**config.mk**
```make
export PLATFORM = sky130hd
export DESIGN_NAME = hazard_stall_unit_flat
export DESIGN_NICKNAME = d
export VERILOG_FILES = /design/src/rtl/hazard_stall_unit_if.sv /design/src/rtl/hazard_stall_unit.sv /design/src/flat_wrapper.sv
export SDC_FILE = /design/constraint.sdc
export NUM_CORES = 1
export LEC_CHECK = 0
export ABC_AREA = 0
export CAP_MARGIN = 5
export CORE_MARGIN = 1.5
export CORE_UTILIZATION = 49
export DETAILED_ROUTE_END_ITERATION = 8
export HOLD_SLACK_MARGIN = 0.02
export PLACE_DENSITY_LB_ADDON = 0.05
export SETUP_SLACK_MARGIN = 0.4
export SLEW_MARGIN = 20
export SYNTH_ARGS = -nofsm -noshare
export SYNTH_HDL_FRONTEND = slang
export SYNTH_SLANG_ARGS = --single-unit
```
**constraint.sdc**
```tcl
create_clock -name clk -period 3.1 [get_ports clk]
set_clock_uncertainty 0.2 [all_clocks]
set_input_delay 0.93 -clock clk [delete_from_list [all_inputs] [get_ports clk]]
set_output_delay 0.93 -clock clk [all_outputs]
set_load 0.05 [all_outputs]
```
**src/rtl/hazard_stall_unit_if.sv**
```systemverilog
// Hazard-source inputs and stall outputs exchanged between the pipeline and hazard_stall_unit.
// The pipeline side is the master; the hazard unit is the slave.
interface hazard_stall_unit_if #(
  parameter int REG_AW = 5,
  parameter int CNT_W  = 32
);
  logic              id_valid;
  logic [REG_AW-1:0] id_rs1;
  logic [REG_AW-1:0] id_rs2;
  logic              id_uses_rs1;
  logic              id_uses_rs2;
  logic [REG_AW-1:0] ex_rd;
  logic              ex_mem_read;
  logic              ex_mdu_start;
  logic              mem_req;
  logic              mem_ready;
  logic              stall;
  logic              freeze_back;
  logic [1:0]        stall_cause;
  logic              mem_timeout;
  logic [CNT_W-1:0]  stall_cycles;

  modport master (
    output id_valid, id_rs1, id_rs2, id_uses_rs1, id_uses_rs2,
           ex_rd, ex_mem_read, ex_mdu_start, mem_req, mem_ready,
    input  stall, freeze_back, stall_cause, mem_timeout, stall_cycles
  );

  modport slave (
    input  id_valid, id_rs1, id_rs2, id_uses_rs1, id_uses_rs2,
           ex_rd, ex_mem_read, ex_mdu_start, mem_req, mem_ready,
    output stall, freeze_back, stall_cause, mem_timeout, stall_cycles
  );
endinterface

```
**src/rtl/hazard_stall_unit.sv**
```systemverilog
// Merges load-use, MDU-occupancy and memory-wait hazards into one stall request,
// with a back-end freeze, a cause code, a memory timeout pulse and a saturating stall counter.
module hazard_stall_unit #(
  parameter int REG_AW      = 5,
  parameter int MDU_LATENCY = 4,
  parameter int MEM_TIMEOUT = 64,
  parameter int CNT_W       = 32
) (
  input logic               clk,
  input logic               rst_n,
  hazard_stall_unit_if.slave bus
);
  localparam int MW = $clog2(MDU_LATENCY + 1);
  localparam int WW = $clog2(MEM_TIMEOUT + 1);
  localparam logic [MW-1:0] MDU_LOAD  = MW'(MDU_LATENCY - 1);
  localparam logic [WW-1:0] WAIT_LAST = WW'(MEM_TIMEOUT - 1);

  typedef enum logic [1:0] {S_RUN, S_MDU, S_MEM} state_t;

  state_t           state;
  logic [MW-1:0]    mdu_cnt;
  logic [WW-1:0]    wait_cnt;
  logic [CNT_W-1:0] stall_cycles;
  logic             lu;
  logic             mdu_busy;
  logic             mem_busy;
  logic             stall;
  logic             timeout_hit;

  // Every combinational output is gated by rst_n so nothing leaks out while reset is held.
  always_comb begin
    lu = bus.id_valid && bus.ex_mem_read && (bus.ex_rd != '0) &&
         ((bus.id_uses_rs1 && (bus.id_rs1 == bus.ex_rd)) ||
          (bus.id_uses_rs2 && (bus.id_rs2 == bus.ex_rd)));
    mdu_busy = ((state == S_RUN) && bus.ex_mdu_start) || (state == S_MDU);
    mem_busy = (bus.mem_req && !bus.mem_ready && (state != S_MDU)) ||
               ((state == S_MEM) && !bus.mem_ready);
    timeout_hit = (state == S_MEM) && (wait_cnt == WAIT_LAST) && !bus.mem_ready;
    stall = rst_n && (lu || mdu_busy || mem_busy);

    bus.freeze_back = rst_n && (mdu_busy || mem_busy);
    bus.stall       = stall;
    bus.mem_timeout = rst_n && timeout_hit;
    bus.stall_cause = 2'd0;
    if (rst_n) begin
      if (mem_busy)      bus.stall_cause = 2'd3;
      else if (mdu_busy) bus.stall_cause = 2'd2;
      else if (lu)       bus.stall_cause = 2'd1;
    end
  end

  always_ff @(posedge clk or negedge rst_n) begin
    if (!rst_n) begin
      state    <= S_RUN;
      mdu_cnt  <= '0;
      wait_cnt <= '0;
    end else begin
      case (state)
        S_RUN: begin
          // A memory wait takes precedence; a colliding MDU op is re-pulsed by EX later.
          if (bus.mem_req && !bus.mem_ready) begin
            state    <= S_MEM;
            wait_cnt <= WW'(1);
          end else if (bus.ex_mdu_start) begin
            state   <= S_MDU;
            mdu_cnt <= MDU_LOAD;
          end
        end
        S_MDU: begin
          if (mdu_cnt == MW'(1)) begin
            state   <= S_RUN;
            mdu_cnt <= '0;
          end else begin
            mdu_cnt <= mdu_cnt - MW'(1);
          end
        end
        S_MEM: begin
          if (bus.mem_ready || (wait_cnt == WAIT_LAST)) begin
            state    <= S_RUN;
            wait_cnt <= '0;
          end else begin
            wait_cnt <= wait_cnt + WW'(1);
          end
        end
        default: state <= S_RUN;
      endcase
    end
  end

  always_ff @(posedge clk or negedge rst_n) begin
    if (!rst_n) begin
      stall_cycles <= '0;
    end else if (stall && (stall_cycles != '1)) begin
      stall_cycles <= stall_cycles + CNT_W'(1);
    end
  end

  assign bus.stall_cycles = stall_cycles;
endmodule
```
**src/flat_wrapper.sv**
```systemverilog
// flat-port wrapper written by rule: the top's interface ports become plain ports
module hazard_stall_unit_flat 
#(
  parameter int REG_AW      = 5,
  parameter int MDU_LATENCY = 4,
  parameter int MEM_TIMEOUT = 64,
  parameter int CNT_W       = 32
)
  (clk, rst_n, bus_id_valid, bus_id_rs1, bus_id_rs2, bus_id_uses_rs1, bus_id_uses_rs2, bus_ex_rd, bus_ex_mem_read, bus_ex_mdu_start, bus_mem_req, bus_mem_ready, bus_stall, bus_freeze_back, bus_stall_cause, bus_mem_timeout, bus_stall_cycles);
  hazard_stall_unit_if #(.REG_AW(REG_AW), .CNT_W(CNT_W)) bus_i ();
  input logic clk;
  input logic rst_n;
  input wire logic [$bits(bus_i.id_valid)-1:0] bus_id_valid;
  input wire logic [$bits(bus_i.id_rs1)-1:0] bus_id_rs1;
  input wire logic [$bits(bus_i.id_rs2)-1:0] bus_id_rs2;
  input wire logic [$bits(bus_i.id_uses_rs1)-1:0] bus_id_uses_rs1;
  input wire logic [$bits(bus_i.id_uses_rs2)-1:0] bus_id_uses_rs2;
  input wire logic [$bits(bus_i.ex_rd)-1:0] bus_ex_rd;
  input wire logic [$bits(bus_i.ex_mem_read)-1:0] bus_ex_mem_read;
  input wire logic [$bits(bus_i.ex_mdu_start)-1:0] bus_ex_mdu_start;
  input wire logic [$bits(bus_i.mem_req)-1:0] bus_mem_req;
  input wire logic [$bits(bus_i.mem_ready)-1:0] bus_mem_ready;
  output wire logic [$bits(bus_i.stall)-1:0] bus_stall;
  output wire logic [$bits(bus_i.freeze_back)-1:0] bus_freeze_back;
  output wire logic [$bits(bus_i.stall_cause)-1:0] bus_stall_cause;
  output wire logic [$bits(bus_i.mem_timeout)-1:0] bus_mem_timeout;
  output wire logic [$bits(bus_i.stall_cycles)-1:0] bus_stall_cycles;
  assign bus_i.id_valid = bus_id_valid;
  assign bus_i.id_rs1 = bus_id_rs1;
  assign bus_i.id_rs2 = bus_id_rs2;
  assign bus_i.id_uses_rs1 = bus_id_uses_rs1;
  assign bus_i.id_uses_rs2 = bus_id_uses_rs2;
  assign bus_i.ex_rd = bus_ex_rd;
  assign bus_i.ex_mem_read = bus_ex_mem_read;
  assign bus_i.ex_mdu_start = bus_ex_mdu_start;
  assign bus_i.mem_req = bus_mem_req;
  assign bus_i.mem_ready = bus_mem_ready;
  assign bus_stall = bus_i.stall;
  assign bus_freeze_back = bus_i.freeze_back;
  assign bus_stall_cause = bus_i.stall_cause;
  assign bus_mem_timeout = bus_i.mem_timeout;
  assign bus_stall_cycles = bus_i.stall_cycles;
  hazard_stall_unit #(.REG_AW(REG_AW), .MDU_LATENCY(MDU_LATENCY), .MEM_TIMEOUT(MEM_TIMEOUT), .CNT_W(CNT_W)) u_core (.clk(clk), .rst_n(rst_n), .bus(bus_i));
endmodule
```
==> summary.md <==
| Metric | Value |
|---|---|
| Post-layout min period | `2.998 ns` |
| Crit path max-delay cell type | `a21oi_4` |
| EDFF count, synth | `0` |
| Count of state elements after synthesis | `44` |
| Drt pass-1 iters | `4` |
| Post-Place Setup Slack | `-0.3977 ns` |
| CTS tree | `done` |
| GR Overflow Total | `0` |
| Synth area leader | `dfrtp_1` |
| Slew @ Worst Pin | `1.237 ns` |
| R2R depth | `5` |
| Reg2Reg Setup Slack | `0.58 ns` |
| MaxCap Viol Count | `0` |
| Worst setup path end | `bus_stall` |
| Post-route cell area | `3807 sq um` |
| Power Density | `598.1 nW/um^2` |
| Final hold vios | `0` |
| Class of the most critical setup path | `input pin to output port` |
| Die Footprint | `5452 sq um` |
| Worst-path fanout max | `2` |
| HPWL Detailed | `3685 um` |
| Via/cell ratio | `5.098` |
| RSZ-0062 raised after global routing | `yes` |
| Num rows | `25` |
| Ports | `61` |
| Antenna viol nets, final | `0` |
| CP cell instances | `buf_2 > xnor2_2 > nand4_1 > o22ai_2 > buf_4 > a21oi_4 > inv_4 > buf_12` |
| Worst Setup Start Kind | `input pin` |
| IO Port Bufs | `60` |
| Final Cycle Share | `96.72%` |
| Placed inst area | `3323 sq um` |
| CTS Buf Count | `5` |
| Core Region | `4786 sq um` |
| GRT Util Overall | `21.56%` |
| Area grow syn2layout | `54.86%` |
| Diodes inserted | `0` |
| Hold Crit Class | `flip-flop to flip-flop` |
| Leading post-synthesis cells by cell area | `dfrtp_1 (45%), xor2_1 (8.2%), xnor2_1 (7.1%)` |
| Max clock buf depth | `2` |
| Status | `finished, final reports clean` |
| Final cell count without fillers | `398` |
| Clk sinks | `44` |
| Die Height | `73.84 um` |
| Antenna violations before repair | `0` |
| Via count | `2029` |
| Fraction of layout instances using a drive strength above 1 | `34.74%` |
| RR Endpoint | `u_core.bus.stall_cycles[21]` |
| Final Max Tran Viols | `0` |
| Worst Path Required | `1.97 ns` |
| Static leakage | `1.861 nW` |
| Final WS setup | `0.1015 ns` |
| Crit path DAT | `1.87 ns` |
| Syn nets | `269` |
| Largest net degree at the start of global routing | `41` |
| Post-synthesis cell area | `2459 sq um` |
| Main synth FF type | `dfrtp_1` |
| Root Driver | `clkbuf_8` |
| Starting Density | `51.37%` |
| Post-synth top area share | `44.78%` |
| Routed Wire Length | `5556 um` |
| RePlAce Congestion | `0.7821` |
| H-tree Lvls | `2` |
| CP max stage delay | `0.17 ns` |
| Worst Setup SP | `bus_id_rs2[2]` |
| First-pass GRT wire length | `9045 um` |
| Clk slew on worst S/H paths | `0.08 ns` |
| Achievable Freq | `333.5 MHz` |
| Reg-to-Reg Start | `u_core.bus.stall_cycles[2]` |
| Drt wl/cell | `13.96 um` |
| Die width | `73.84 um` |
| # nets final | `358` |
| Peak VDD IR | `0.0006598 V` |
| Fraction of registers with async set/reset | `100.0%` |
| Power consumption | `0.002277 W` |
| Yosys warns | `0` |
| Avg Cell Area, Syn | `10.20 sq um` |
| Slew HR | `17.29%` |
| Synth unique cells | `44` |
| Cell total after placement | `378` |
| Seq/Total Area, Yosys | `44.78%` |
| Synth Instances | `241` |
| Setup violations, final | `0` |
| Residual DRC | `0` |
| Insertion delay to the later sink of the worst-skew pair | `0.30 ns` |
| Crit path capture type | `output port` |
| Number of global-route vias before repair | `1992` |
| DRT iter0 DRCs | `98` |
[logic make-up after synthesis]
group           after synthesis  synth area share [%]
compound gates               23                 6.921
xor+xnor                     43                 15.32
fa+ha+maj                     4                 2.036
buf+inv                      24                 5.445
flops                        44                 44.78
mux                           3                 1.272
simple gates                100                 24.22
[cell usage after synthesis (2+ instances only)]
library cell and n:
nor2b_1 3, nor3_2 6, inv_1 16, and3_1 3
nor2_1 26, a21boi_0 2, clkbuf_1 2, nor4_4 4
nand3_1 13, a21oi_2 2, mux2i_1 2, ha_1 4
xnor2_1 20, a211oi_1 2, nand2_1 17, nor3_1 7
xor2_1 23, buf_6 3, o21ai_0 5, nand4_1 6
a21oi_1 3, dfrtp_1 44, nor4_1 7
[per-layer routing]
metal	track usage, %	share of wire, %	wire (um)	vias to the layer above
met5	0	0	0	-
met4	8.436	1.5	81	0
li1	-	-	-	995
met2	33.03	47	2621	48
met1	29.60	47	2586	979
met3	4.801	4.8	267	7
[per-stage QoR]
step	hold WS (ns)	TNS (ns)	util, %
3_5_place_dp	0.2882	-9.517	69.44
3_3_place_gp	0.2813	-7.645	69.44
2_1_floorplan	0.2890	0	-
4_1_cts	0.2988	0	74.46
5_1_grt	0.3292	0	79.56
6_report	0.3001	0	79.56
[registers in the layout (all words and copies together) (netlist names)]
name                     flops
u_core.bus.stall_cycles     32
u_core.wait_cnt              7
u_core.mdu_cnt               3
u_core.state                 2
[power by group]
group,switching [W],internal [W]
Sequential,0.000139,0.000696
Combinational,0.000624,0.000449
Clock,0.000192,0.000178
Total,0.000955,0.00132
[worst min path at each step]
stage / slack (ns) / cells past startpoint / from / endpoint
4_1_cts: 0.30 / 1 / u_core.bus.stall_cycles[20] / u_core.bus.stall_cycles[20]
2_1_floorplan: 0.29 / 1 / u_core.mdu_cnt[2] / u_core.mdu_cnt[2]
3_3_place_gp: 0.28 / 1 / u_core.bus.stall_cycles[21] / u_core.bus.stall_cycles[21]
5_1_grt: 0.33 / 1 / u_core.bus.stall_cycles[3] / u_core.bus.stall_cycles[3]
3_5_place_dp: 0.29 / 1 / u_core.bus.stall_cycles[20] / u_core.bus.stall_cycles[20]
6_report: 0.30 / 1 / u_core.bus.stall_cycles[4] / u_core.bus.stall_cycles[4]
[final cells by class]
class | count | area [sq um]
multi-input cells | 173 | 1529
flip-flops and latches | 44 | 1102
inverters | 16 | 62.56
clock inverters | 2 | 10.01
fillers | 315 | 978.4
repair buffers | 90 | 937.1
clock buffers | 6 | 82.58
well taps | 67 | 83.83
[layout by cell type, fill, tap and decap left out, types with 7 or more instances in the layout]
cell             netlist  layout
buf_2                  1       7
xnor2_2                0       7
xnor2_1               20      13
nor3_2                 6       7
nand2_1               17      17
buf_6                  3      14
dlygate4sd2_1          0       9
inv_1                 16      14
nor4_4                 4      12
dlymetal6s2s_1         0      17
xor2_1                23      23
clkdlybuf4s50_1        0      10
buf_4                  1      23
nor2_1                26      22
dfrtp_1               44      43
nand3_1               13      11
[worst max-delay path, delay by kind of cell]
family | cells | cell delay [ns]
buffers and inverters | 4 | 0.45
AO/OA/AOI/OAI | 2 | 0.26
XOR/XNOR | 1 | 0.12
AND/OR/NAND/NOR | 1 | 0.11
[repair_timing]
item                                    4_1_cts  5_1_grt
cloned                                        0        1
setup buffers                                 7        4
pin swaps                                    24       31
endpoints found under the setup margin       42       41
gates resized for setup                     119       44
hold buffers                                  0        0
(Power assumes the default switching activity.)
